File: src/rtl/spi_regbank_burst.sv
// SPI mode-0 slave with a parametrised register bank: burst read/write with address
// auto-increment, read-only status window and write-notify strobe. Optional macro: SPI_REGBANK_LOCK_EN.
module spi_regbank_burst #(
    parameter int ADDR_BITS = 7,
    parameter int DATA_BITS = 8,
    parameter int DEPTH     = 128,
    parameter int RO_BASE   = 120,
    parameter logic [DATA_BITS-1:0] RESET_VAL = '0,
    localparam int RO_W     = (DEPTH > RO_BASE) ? (DEPTH - RO_BASE) : 1
) (
    input  logic                           sclk,
    input  logic                           rst_n,
    input  logic                           ss_n,
    input  logic                           mosi,
    output logic                           miso,
    output logic                           miso_oe,
    input  logic [RO_W*DATA_BITS-1:0]      ro_in,
    output logic [RO_BASE*DATA_BITS-1:0]   regs_out,
    output logic                           wr_strobe,
    output logic [ADDR_BITS-1:0]           wr_addr,
    output logic                           busy
);

    localparam int HDR_BITS = 1 + ADDR_BITS;
    localparam int SR_BITS  = (HDR_BITS > DATA_BITS) ? HDR_BITS : DATA_BITS;
    localparam int CNT_BITS = (SR_BITS > 1) ? $clog2(SR_BITS) : 1;

    localparam logic [0:0] PH_HDR  = 1'b0;
    localparam logic [0:0] PH_DATA = 1'b1;

    logic [0:0]           phase_q, phase_d;
    logic [CNT_BITS-1:0]  cnt_q, cnt_d;
    logic [SR_BITS-1:0]   rx_q, rx_d;
    logic [DATA_BITS-1:0] tx_q, tx_d;
    logic [ADDR_BITS-1:0] addr_q, addr_d;
    logic                 rw_q, rw_d;

    logic [DATA_BITS-1:0] regs_q [RO_BASE];
    logic                 wr_strobe_q;
    logic [ADDR_BITS-1:0] wr_addr_q;
    logic                 miso_q;

    logic                 frame_rst_n;
    logic [HDR_BITS-1:0]  hdr;
    logic [DATA_BITS-1:0] word;
    logic                 hdr_done, word_done;
    logic [ADDR_BITS-1:0] addr_nxt, rd_addr;
    logic [DATA_BITS-1:0] rd_data;
    logic                 locked, wr_en;

    // Frame state is held clear whenever the slave is deselected.
    assign frame_rst_n = rst_n & ~ss_n;

    assign hdr       = {rx_q[HDR_BITS-2:0], mosi};
    assign word      = {rx_q[DATA_BITS-2:0], mosi};
    assign hdr_done  = (cnt_q == CNT_BITS'(HDR_BITS - 1));
    assign word_done = (cnt_q == CNT_BITS'(DATA_BITS - 1));
    assign addr_nxt  = (addr_q == ADDR_BITS'(DEPTH - 1)) ? '0 : addr_q + 1'b1;

`ifdef SPI_REGBANK_LOCK_EN
    assign locked = regs_q[RO_BASE-1][0] && (32'(addr_q) < RO_BASE - 1);
`else
    assign locked = 1'b0;
`endif

    assign wr_en = (phase_q == PH_DATA) && word_done && !rw_q &&
                   (32'(addr_q) < RO_BASE) && !locked;

    // Single read port: the header address at header end, otherwise the prefetch address.
    always_comb begin
        // NOTE: every always_comb output gets a default first so no latch is inferred.
        rd_addr = (phase_q == PH_HDR) ? hdr[ADDR_BITS-1:0] : addr_nxt;
        rd_data = '0;
        for (int i = 0; i < RO_BASE; i++)
            if (32'(rd_addr) == i) rd_data = regs_q[i];
        for (int k = 0; k < RO_W; k++)
            if ((RO_BASE + k < DEPTH) && (32'(rd_addr) == RO_BASE + k))
                rd_data = ro_in[k*DATA_BITS +: DATA_BITS];
    end

    always_comb begin
        phase_d = phase_q;
        cnt_d   = cnt_q + 1'b1;
        rx_d    = {rx_q[SR_BITS-2:0], mosi};
        tx_d    = tx_q;
        addr_d  = addr_q;
        rw_d    = rw_q;
        if (phase_q == PH_HDR) begin
            if (hdr_done) begin
                phase_d = PH_DATA;
                cnt_d   = '0;
                rw_d    = hdr[HDR_BITS-1];
                addr_d  = hdr[ADDR_BITS-1:0];
                tx_d    = rd_data;
            end
        end else begin
            tx_d = tx_q << 1;
            if (word_done) begin
                cnt_d  = '0;
                addr_d = addr_nxt;
                tx_d   = rd_data;
            end
        end
    end

    // NOTE: sequential state uses non-blocking assignments so every flop samples pre-edge values.
    always_ff @(posedge sclk or negedge frame_rst_n) begin
        if (!frame_rst_n) begin
            phase_q <= PH_HDR;
            cnt_q   <= '0;
            rx_q    <= '0;
            tx_q    <= '0;
            addr_q  <= '0;
            rw_q    <= 1'b0;
        end else begin
            phase_q <= phase_d;
            cnt_q   <= cnt_d;
            rx_q    <= rx_d;
            tx_q    <= tx_d;
            addr_q  <= addr_d;
            rw_q    <= rw_d;
        end
    end

    // NOTE: the bank is built from flops and must come out of reset at RESET_VAL, so it is reset.
    always_ff @(posedge sclk or negedge rst_n) begin
        if (!rst_n) begin
            for (int i = 0; i < RO_BASE; i++) regs_q[i] <= RESET_VAL;
`ifdef SPI_REGBANK_LOCK_EN
            regs_q[RO_BASE-1][0] <= 1'b0;
`endif
        end else begin
            for (int i = 0; i < RO_BASE; i++)
                if (wr_en && (32'(addr_q) == i)) regs_q[i] <= word;
        end
    end

    always_ff @(posedge sclk or negedge rst_n) begin
        if (!rst_n) begin
            wr_strobe_q <= 1'b0;
            wr_addr_q   <= '0;
        end else begin
            wr_strobe_q <= wr_en;
            if (wr_en) wr_addr_q <= addr_q;
        end
    end

    // Launch on the falling edge so the master samples a settled bit on the next rising edge.
    always_ff @(negedge sclk or negedge frame_rst_n) begin
        if (!frame_rst_n) miso_q <= 1'b0;
        else              miso_q <= (phase_q == PH_DATA) ? tx_q[DATA_BITS-1] : 1'b0;
    end

    for (genvar g = 0; g < RO_BASE; g++) begin : g_regs_out
        assign regs_out[g*DATA_BITS +: DATA_BITS] = regs_q[g];
    end

    assign miso      = miso_q;
    assign miso_oe   = ~ss_n;
    assign wr_strobe = wr_strobe_q;
    assign wr_addr   = wr_addr_q;
    assign busy      = (phase_q == PH_DATA);

endmodule

File: config.mk
export PLATFORM = sky130hd
export DESIGN_NAME = spi_regbank_burst
export DESIGN_NICKNAME = d
export VERILOG_FILES = /design/src/rtl/spi_regbank_burst.sv
export SDC_FILE = /design/constraint.sdc
export NUM_CORES = 2
export LEC_CHECK = 0
export ABC_AREA = 1
export CAP_MARGIN = 15
export CORE_AREA = 2 2 399 401
export CTS_BUF_LIST = sky130_fd_sc_hd__clkbuf_4
export DETAILED_ROUTE_END_ITERATION = 12
export DIE_AREA = 0 0 401 403
export SYNTH_ARGS = -nofsm -noshare
export SYNTH_HDL_FRONTEND = slang
export SYNTH_SLANG_ARGS = --single-unit
File: constraint.sdc
create_clock -name sclk -period 7.8 [get_ports sclk]
set_input_delay 0.78 -clock sclk [delete_from_list [all_inputs] [get_ports sclk]]
set_output_delay 0.78 -clock sclk [all_outputs]
set_load 0.01 [all_outputs]
==> results.ini <==
[status]
status=complete, but fails checks
violations=negative setup slack

[grt]
grt_pass1_vias=47596
antenna_found_initial=12
grt_start_max_net_pins=167
grt_pass1_wl_mm=367
grt_overflow_total=0
track_usage=0.319

[die]
initial_core_util=0.292
rows=146
die_area_um2=162000
die_h_um=403
die_w_um=401
io_pins=1039
core-area_um2=157000

[sta]
hold_viol_final=0
rsz0062_at_grt=true
finalCritPeriodShare=1.26
fin_setup_tns_ns=-13.48
slew-limit-headroom=0.242
setup_viol=8
fin_crit_ns=9.84
worst_pin_slew_ns=1.14
fin_skew_ns=0.146
worst_slack_ns=-2.04
fmax_mhz=102
final_max_slew_viol_count=0

[route]
drt-pass1-iter-count=8
drt-initial-drc-count=5096
viasPerCell=5.14
route.met3.wl_mm=24.9
avgRoutedWirePerCell_um=27.5
wl_met1_mm=103
post-route-drc-count=0
dr_wl_met2_mm=119
vias=49509
top_layer_used=met5
antenna_left=0
drt_wl_total_mm=265

[clock_tree]
clk_latency_ns=1.26
cts_num_sinks=996
cts_buffer_depth=4
clkTransAtPathRegs_ns=0.06
cts_tree=built
root_buffer=clkbuf_4
htreeDepth=5
numCtsBuffers=299

[worst_setup_path]
worstPathArrival_ns=10.99
required_ns=8.96
start_kind=register
slowest_stage=dfrtp_1
cpMostUsedCell=nand4_1
critical_path_class=reg -> reg
cp_slowest_stage_delay_ns=0.41
critical_path.max_fanout=6
worstSetupStartpoint=addr_q[0]$_DFFE_PN0P_
worstSetupEndpointType=register
r2r_start=addr_q[0]$_DFFE_PN0P_

[synthesis]
synth_seq_cells=996
synth_top_area_cell=dfrtp_1
ys_seq_area_frac=0.541
ys_types=39
syn_avg_cell_area_um2=7.83
synth_area_leaders=dfrtp_1 (54%), nand2_1 (18%), o21ai_0 (12%), inv_1 (3.9%), nand4_1 (3.0%)
syn_inst=5880
ys.flop_type=dfrtp_1
synth.top_cell.area_share=0.541
syn_nets=5954
async_flop_share=1.00
yosysWarnings=0
synth_edf_count=0
synth_area_um2=46000

[power_and_ir_drop]
pwr-share-seq=0.400
ir_drop_v=0.000131
p_int_uw=8910
combPwrFrac=0.245
power_density_nw_per_um2=208
net-switching-power_uw=4740
leakagePower_uw=0.0293
sw_frac_of_total=0.347
clkPwrFrac=0.355

[layout]
post-route-cell-area_um2=65700
layout_common_cells=nand2_1 (2166), o21ai_0 (1077), clkdlybuf4s50_1 (1037)
nets=7456
fillCellCount=16171
syn_to_final_growth_pct=42.6
final_common_cell=nand2_1
drive_gt1_frac=0.159
multi_input_area_um2=18800
seq_area_um2=24900

[placed_design]
port_buffers=1038
hpwl_mm=200
gp_congestion=0.970
dpl-instance-area_um2=61100

[job]
max_cap_violations=0

[hold_path]
hold_path_class=in -> async

==> worst max-delay path, delay by kind of cell, from the launching register on <==
| family | cells | cell delay (ns) |
|---|---|---|
| adders and majority gates | 1 | 0.20 |
| DFF | 1 | 0.41 |
| and+or+nand+nor | 77 | 8.37 |
| buffers and inverters | 5 | 0.75 |
==> final timing paths <==
path / end / slack, ns / cells after the start
max in group asynchronous: miso$_DFF_NN0_ / 3.04 / 5
min in group sclk: tx_q[5]$_DFFE_PN0P_ / 0.24 / 5
worst max-delay path: tx_q[2]$_DFFE_PN0P_ / -2.04 / 83
worst min register to register: cnt_q[0]$_DFF_PN0_ / 0.44 / 1
worst min-delay path: tx_q[0]$_DFFE_PN0P_ / 0.14 / 3
worst max register to register: tx_q[2]$_DFFE_PN0P_ / -2.04 / 83
==> Yosys cell counts (7+ instances only) <==
library cell  number
clkinv_1          12
nand2_1         2260
nor3_1             9
clkbuf_1         245
a21oi_1          113
inv_2             27
o22ai_1            7
or2_2             45
clkbuf_8          15
nor2_2            28
nand2_2            8
dfrtp_1          995
nor2_1           213
o21ai_0         1081
buf_2              7
inv_1            474
nand4_1          222
nand3_1           65
==> sequential cells by signal, indices dropped and copies added (netlist names) <==
register	flops
wr_strobe	1
addr_q	7
busy	1
rx_q	7
cnt_q	3
tx_q	8
miso	1
regs_out	960
wr_addr	7
rw_q	1
==> power groups by stage <==
stage	clock, uW	combinational (uW)	sequential [uW]
after global routing	5230	3550	5460
final	4850	3350	5460
after detailed placement	0	3030	5550
after floorplan	0	1140	5520
after global placement	0	3030	5550
after CTS	4940	3200	5460
==> per-stage QoR <==
step / power, uW / util / cells / worst slack (ns) / hold WS, ns
4_1_cts: 13600 / 0.413 / 9610 / -2.01 / 0.0518
3_3_place_gp: 8570 / 0.388 / 9125 / -2.74 / 0.415
6_report: 13700 / 0.417 / 9639 / -2.04 / 0.137
3_5_place_dp: 8580 / 0.388 / 9125 / -2.76 / 0.427
2_1_floorplan: 6660 / - / 5880 / 1.69 / 0.374
5_1_grt: 14200 / 0.417 / 9636 / -2.54 / 0.137
==> kinds of logic after synthesis <==
kind of cell,after synthesis,share of synthesized area
AOI/OAI and AO/OA,1207,0.132
adders and majority gates,6,0.00163
buffers and inverters,793,0.0691
DFF,996,0.541
and+or+nand+nor,2878,0.256
==> what timing repair did <==
| item | CTS | global route |
|---|---|---|
| resized for setup | 121 | 135 |
| gates cloned | 0 | 0 |
| endpoints found under the setup margin | 8 | 8 |
| hold buffers | 3 | 0 |
| pin swaps | 81 | 156 |
| endpoints found under the hold margin | 66 | 0 |
| buffers inserted | 7 | 19 |
==> routing by layer <==
layer,vias up,GRT usage
li1,22069,-
met5,-,0
met1,24126,0.394
met2,2714,0.497
met4,6,0.193
met3,594,0.0893
==> layout make-up <==
cell class              instances  share of cell area
clock inverters                54             0.00358
clock buffers                 421              0.0481
inverters                     514              0.0300
flip-flops and latches        996               0.380
well taps                    2072              0.0395
diodes                         11            0.000419
repair buffers               1480               0.213
multi-input cells            4091               0.286
Note: power is estimated with default switching activity, not from simulation.
